$ cat src/rtl/video_capture.sv
// Captures one complete frame from a display stream and writes it out as
// linear-indexed pixels through a small first-word fall-through buffer.
module video_capture #(
    parameter int BPC        = 5,
    parameter int H_RES      = 672,
    parameter int V_RES      = 384,
    parameter int ADDRW      = 18,
    parameter int FIFO_DEPTH = 16
) (
    input  logic                 clk_pix,
    input  logic                 rst_pix,
    input  logic                 disp_de,
    input  logic                 disp_frame,
    input  logic [BPC-1:0]       disp_r,
    input  logic [BPC-1:0]       disp_g,
    input  logic [BPC-1:0]       disp_b,
    input  logic                 cap_start,
    output logic                 mem_valid,
    input  logic                 mem_ready,
    output logic [ADDRW-1:0]     mem_addr,
    output logic [3*BPC-1:0]     mem_data,
    output logic                 busy,
    output logic                 done,
    output logic                 overflow,
    output logic                 frame_err
);
    localparam int PW = $clog2(FIFO_DEPTH);
    localparam int DW = 3 * BPC;
    localparam int EW = ADDRW + DW;
    localparam logic [PW:0]      FULL_CNT = (PW + 1)'(FIFO_DEPTH);
    localparam logic [ADDRW-1:0] LAST_PIX = ADDRW'(H_RES * V_RES - 1);

    typedef enum logic [2:0] {IDLE, ARMED, CAPTURE, DRAIN, DONE} state_t;

    state_t           state;
    logic [ADDRW-1:0] pix_cnt;
    logic [EW-1:0]    fifo_mem [FIFO_DEPTH];
    logic [PW-1:0]    wr_ptr;
    logic [PW-1:0]    rd_ptr;
    logic [PW:0]      fifo_cnt;
    logic             fifo_full;
    logic             fifo_empty;
    logic             pixel_req;
    logic             push;
    logic             pop;

    // Fullness is judged on the registered count, so a same-cycle pop never frees a slot.
    assign fifo_full  = (fifo_cnt == FULL_CNT);
    assign fifo_empty = (fifo_cnt == '0);
    assign pixel_req  = (state == CAPTURE) && disp_de && !disp_frame;
    assign push       = pixel_req && !fifo_full;
    assign pop        = !fifo_empty && mem_ready;

    assign mem_valid             = !fifo_empty;
    assign {mem_addr, mem_data}  = fifo_empty ? '0 : fifo_mem[rd_ptr];

    // NOTE: the storage array has no reset; only pointers and count decide what is valid.
    always_ff @(posedge clk_pix) begin
        if (push) begin
            fifo_mem[wr_ptr] <= {pix_cnt, disp_r, disp_g, disp_b};
        end
    end

    always_ff @(posedge clk_pix) begin
        if (rst_pix) begin
            wr_ptr   <= '0;
            rd_ptr   <= '0;
            fifo_cnt <= '0;
        end else begin
            if (push) wr_ptr <= wr_ptr + PW'(1);
            if (pop)  rd_ptr <= rd_ptr + PW'(1);
            case ({push, pop})
                2'b10:   fifo_cnt <= fifo_cnt + (PW + 1)'(1);
                2'b01:   fifo_cnt <= fifo_cnt - (PW + 1)'(1);
                default: fifo_cnt <= fifo_cnt;
            endcase
        end
    end

    // NOTE: busy and done are registered alongside the state they decode, so they never glitch.
    always_ff @(posedge clk_pix) begin
        if (rst_pix) begin
            state     <= IDLE;
            pix_cnt   <= '0;
            busy      <= 1'b0;
            done      <= 1'b0;
            overflow  <= 1'b0;
            frame_err <= 1'b0;
        end else begin
            case (state)
                IDLE, DONE: begin
                    done <= 1'b0;
                    if (cap_start) begin
                        state     <= ARMED;
                        busy      <= 1'b1;
                        overflow  <= 1'b0;
                        frame_err <= 1'b0;
                    end else begin
                        state <= IDLE;
                    end
                end
                ARMED: begin
                    if (disp_frame) begin
                        state   <= CAPTURE;
                        pix_cnt <= '0;
                    end
                end
                CAPTURE: begin
                    if (disp_frame) begin
                        frame_err <= 1'b1;
                        state     <= DRAIN;
                    end else if (disp_de) begin
                        if (fifo_full) overflow <= 1'b1;
                        pix_cnt <= pix_cnt + ADDRW'(1);
                        if (pix_cnt == LAST_PIX) state <= DRAIN;
                    end
                end
                DRAIN: begin
                    if (fifo_empty) begin
                        state <= DONE;
                        busy  <= 1'b0;
                        done  <= 1'b1;
                    end
                end
                default: begin
                    state <= IDLE;
                    busy  <= 1'b0;
                    done  <= 1'b0;
                end
            endcase
        end
    end

endmodule

$ cat config.mk
export PLATFORM = sky130hd
export DESIGN_NAME = video_capture
export DESIGN_NICKNAME = d
export VERILOG_FILES = /design/src/rtl/video_capture.sv
export SDC_FILE = /design/constraint.sdc
export NUM_CORES = 1
export LEC_CHECK = 0
export ABC_AREA = 1
export CORE_ASPECT_RATIO = 0.7
export CORE_UTILIZATION = 56
export CTS_CLUSTER_SIZE = 20
export DETAILED_ROUTE_END_ITERATION = 8
export PLACE_DENSITY_LB_ADDON = 0.2
export SLEW_MARGIN = 0
export SYNTH_ARGS = -nofsm -noshare
export SYNTH_HDL_FRONTEND = slang
export SYNTH_SLANG_ARGS = --single-unit
export TNS_END_PERCENT = 5
$ cat constraint.sdc
create_clock -name clk_pix -period 2.8 [get_ports clk_pix]
set_input_delay 0.28 -clock clk_pix [delete_from_list [all_inputs] [get_ports clk_pix]]
set_output_delay 0.28 -clock clk_pix [all_outputs]
set_load 0.1 [all_outputs]
==> impl_metrics.env <==
export IMPL_synthTopCellsByArea="edfxtp_1 (68%), nand2_1 (9.8%), nand3_1 (9.1%)"
export IMPL_layout_nets=2115
export IMPL_ios=59
export IMPL_setup_viol=0
export IMPL_ys_seq_area_share_pct=71.8
export IMPL_vias_per_cell=5.82
export IMPL_initial_core_util_pct=56.8
export IMPL_ys_seq_elements=570
export IMPL_post_place_ws_ns=0.191
export IMPL_synth_most_common_cell="nand2_1"
export IMPL_max_slew_margin_rel_pct=55.7
export IMPL_fin_util_pct=65.8
export IMPL_grt_pass1_wl_mm=84.6
export IMPL_drc=0
export IMPL_wl_mm=55.1
export IMPL_path_class="flop to output pin"
export IMPL_drive_gt1_share_pct=10.6
export IMPL_critPathMaxStageDelay_ns=0.46
export IMPL_post_cts_buffers=0
export IMPL_synthFlopType="edfxtp_1"
export IMPL_chipWidth_um=246
export IMPL_post_route_min_period_ns=2.70
export IMPL_worstHoldPathType="input port to flop"
export IMPL_syn_inst=2019
export IMPL_reg2reg_depth=14
export IMPL_ir_drop_mv=1.08
export IMPL_grt_util_all_layers_pct=25.9
export IMPL_rows=62
export IMPL_synth_edf_count=528
export IMPL_cts_tree="yes"
export IMPL_holdPathStages=4
export IMPL_final_hold_viol_count=0
export IMPL_reg2reg_to="fifo_cnt[2]$_SDFFE_PP0P_"
export IMPL_max_slew_worst_pin_slew_ns=0.665
export IMPL_fin_ws_ns=0.0986
export IMPL_core_um2=41000
export IMPL_worst_setup_path_start_kind="flop"
export IMPL_clk_pin_slew_worst_paths_ns=0.06
export IMPL_htreeDepth=2
export IMPL_cap_viol_max_count=0
export IMPL_final_cell_count_no_fill=2668
export IMPL_vias=15500
export IMPL_ant_nets=0
export IMPL_p_leak_nw=9.59
export IMPL_power_density_nw_per_um2=1020
export IMPL_n_fill_cell=3053
export IMPL_endpoint_kind="output pin"
export IMPL_synth_common_cells="nand2_1 (610), edfxtp_1 (528), nand3_1 (422), a21oi_1 (95), buf_2 (83)"
export IMPL_synthesis_area_um2=23300
export IMPL_yosysWarnings=0
export IMPL_rsz0062_at_grt="no"
export IMPL_die_area_um2=42400
export IMPL_drv_slew=0
export IMPL_grt_remaining_overflow=0
export IMPL_dr_pass1_iters=5
export IMPL_avgSynthCellArea_um2=11.5
export IMPL_drt_iter0_markers=1618
export IMPL_antenna_cells=0
export IMPL_slowest_stage="dfxtp_4"
export IMPL_grt_pass1_vias=14800
export IMPL_worst_path_max_fanout=102
export IMPL_cts_buffers=52
export IMPL_grt_max_degree=103
export IMPL_dp_hpwl_mm=30.1
export IMPL_whs_ns=0.424
export IMPL_endpoint="mem_data[0]"
export IMPL_hold_buffers=0
export IMPL_clockBufferDepth=3
export IMPL_outcome="finished clean"
export IMPL_cp_arrival_ns=2.42
export IMPL_synth_top_cell_area_share_pct=68.1
export IMPL_placedCellCount=2572
export IMPL_reg2reg_setup_slack_ns=0.38
export IMPL_clock_sinks=570
export IMPL_gp_congestion=0.847
export IMPL_avgRoutedWirePerCell_um=20.7
export IMPL_yosysTopAreaCell="edfxtp_1"
export IMPL_finClkSkew_ns=0.0118
export IMPL_insertion_delay_ns=0.56
export IMPL_io_buffers=58
export IMPL_fmax_ghz=0.370
export IMPL_cp_required_ns=2.52
export IMPL_fin_crit_sh_pct=96.5
export IMPL_async_flop_share_pct=0
export IMPL_cts_repair_resized=0
export IMPL_antenna_found_initial=0
export IMPL_total_power_w=0.0274
export IMPL_cts_root_buf="clkbuf_16"
export IMPL_crit_path_frequent_cell="nand3_1"
export IMPL_die_h_um=173
export IMPL_syn_to_final_growth_pct=15.8
export IMPL_crit_chain="buf_16, nand2_1, nand3_1, nand3_1, a21oi_2, o21a_1, buf_12"
export IMPL_synthesis_nets=2049
export IMPL_r2r_start="state[2]$_SDFFE_PP0P_"
export IMPL_synth_cell_type_count=32
[sequential cells by signal, indices dropped and copies added (netlist names), named ones only]
name / flops
wr_ptr: 4
state: 3
fifo_mem: 528
fifo_cnt: 5
done: 1
busy: 1
overflow: 1
pix_cnt: 18
frame_err: 1
rd_ptr: 4
[how the worst min path moves through the flow]
stage                                  from                      to  slack (ns)
final                             mem_ready  rd_ptr[1]$_SDFFE_PP0P_        0.42
after global routing                rst_pix       done$_SDFFE_PP0P_        0.46
after CTS                         mem_ready  rd_ptr[1]$_SDFFE_PP0P_        0.41
after detailed placement  done$_SDFFE_PP0P_       done$_SDFFE_PP0P_        0.46
after global placement    done$_SDFFE_PP0P_       done$_SDFFE_PP0P_        0.45
after floorplan                     rst_pix  frame_err$_SDFFE_PP0P_        0.36
[area by class of cell]
cell class	instances	area (um2)	share of cell area (%)
Sequential cell	570	16700	62.0
Multi-Input combinational cell	1276	5930	22.0
Timing Repair Buffer	128	1790	6.64
Clock buffer	66	1410	5.22
Tap cell	544	681	2.53
Inverter	57	230	0.855
Clock inverter	27	196	0.729
[critical path, delay by kind of cell, from the launching register on]
family / cells / cell delay, ns
AND/OR/NAND/NOR: 3 / 0.37
flip-flops: 1 / 0.46
buffers and inverters: 2 / 0.53
AO/OA/AOI/OAI: 2 / 0.39
[through the flow]
step / cell area (um2) / TNS (ns)
after floorplan: 23300 / -38.59
after global placement: 25200 / 0
after detailed placement: 25200 / 0
after CTS: 26800 / 0
after global routing: 26900 / 0
final: 26900 / 0
[per-layer routing]
metal	up-vias	share of wire [%]	global-route usage, %	routed length [um]
met4	0	2.1	5.93	1150
met1	7475	44	40.0	24500
met5	-	0	0	0
li1	7235	-	-	-
met2	731	45	39.4	24600
met3	90	8.9	3.52	4930
[layout by cell type (no fill, tap or decap), types with 2 or more instances in the layout]
cell type        count
nand2_1            610
edfxtp_1           528
nand3_1            422
a21oi_1             93
clkbuf_16           56
buf_12              51
inv_1               48
buf_4               48
nor2_1              41
dfxtp_1             38
o21a_1              32
clkdlybuf4s50_1     20
nor2_4              18
clkinv_1            14
o21ai_0             12
clkinv_2            11
clkbuf_1            10
ha_1                 9
nand4_1              8
inv_2                5
xor2_1               4
nor2_2               4
nand2_2              4
buf_16               4
nand3b_1             3
nor3_1               3
clkbuf_8             3
bufinv_16            3
o21a_2               2
a21oi_2              2
o21bai_1             2
dfxtp_4              2
dfxtp_2              2
buf_6                2
[report_power, final]
| part | total [W] | switching, W | internal, W |
|---|---|---|---|
| logic | 0.0111 | 0.00763 | 0.00345 |
| registers | 0.00952 | 0.000159 | 0.00936 |
| clock network | 0.00676 | 0.00296 | 0.00380 |
| total | 0.0274 | 0.0108 | 0.0166 |
[kinds of logic after synthesis]
family,after synthesis,synth area share [%]
simple gates,1117,20.7
fa+ha+maj,9,0.484
flops,570,71.8
compound gates,146,3.57
xor+xnor,4,0.151
buf+inv,173,3.30
(Power assumes the default switching activity.)
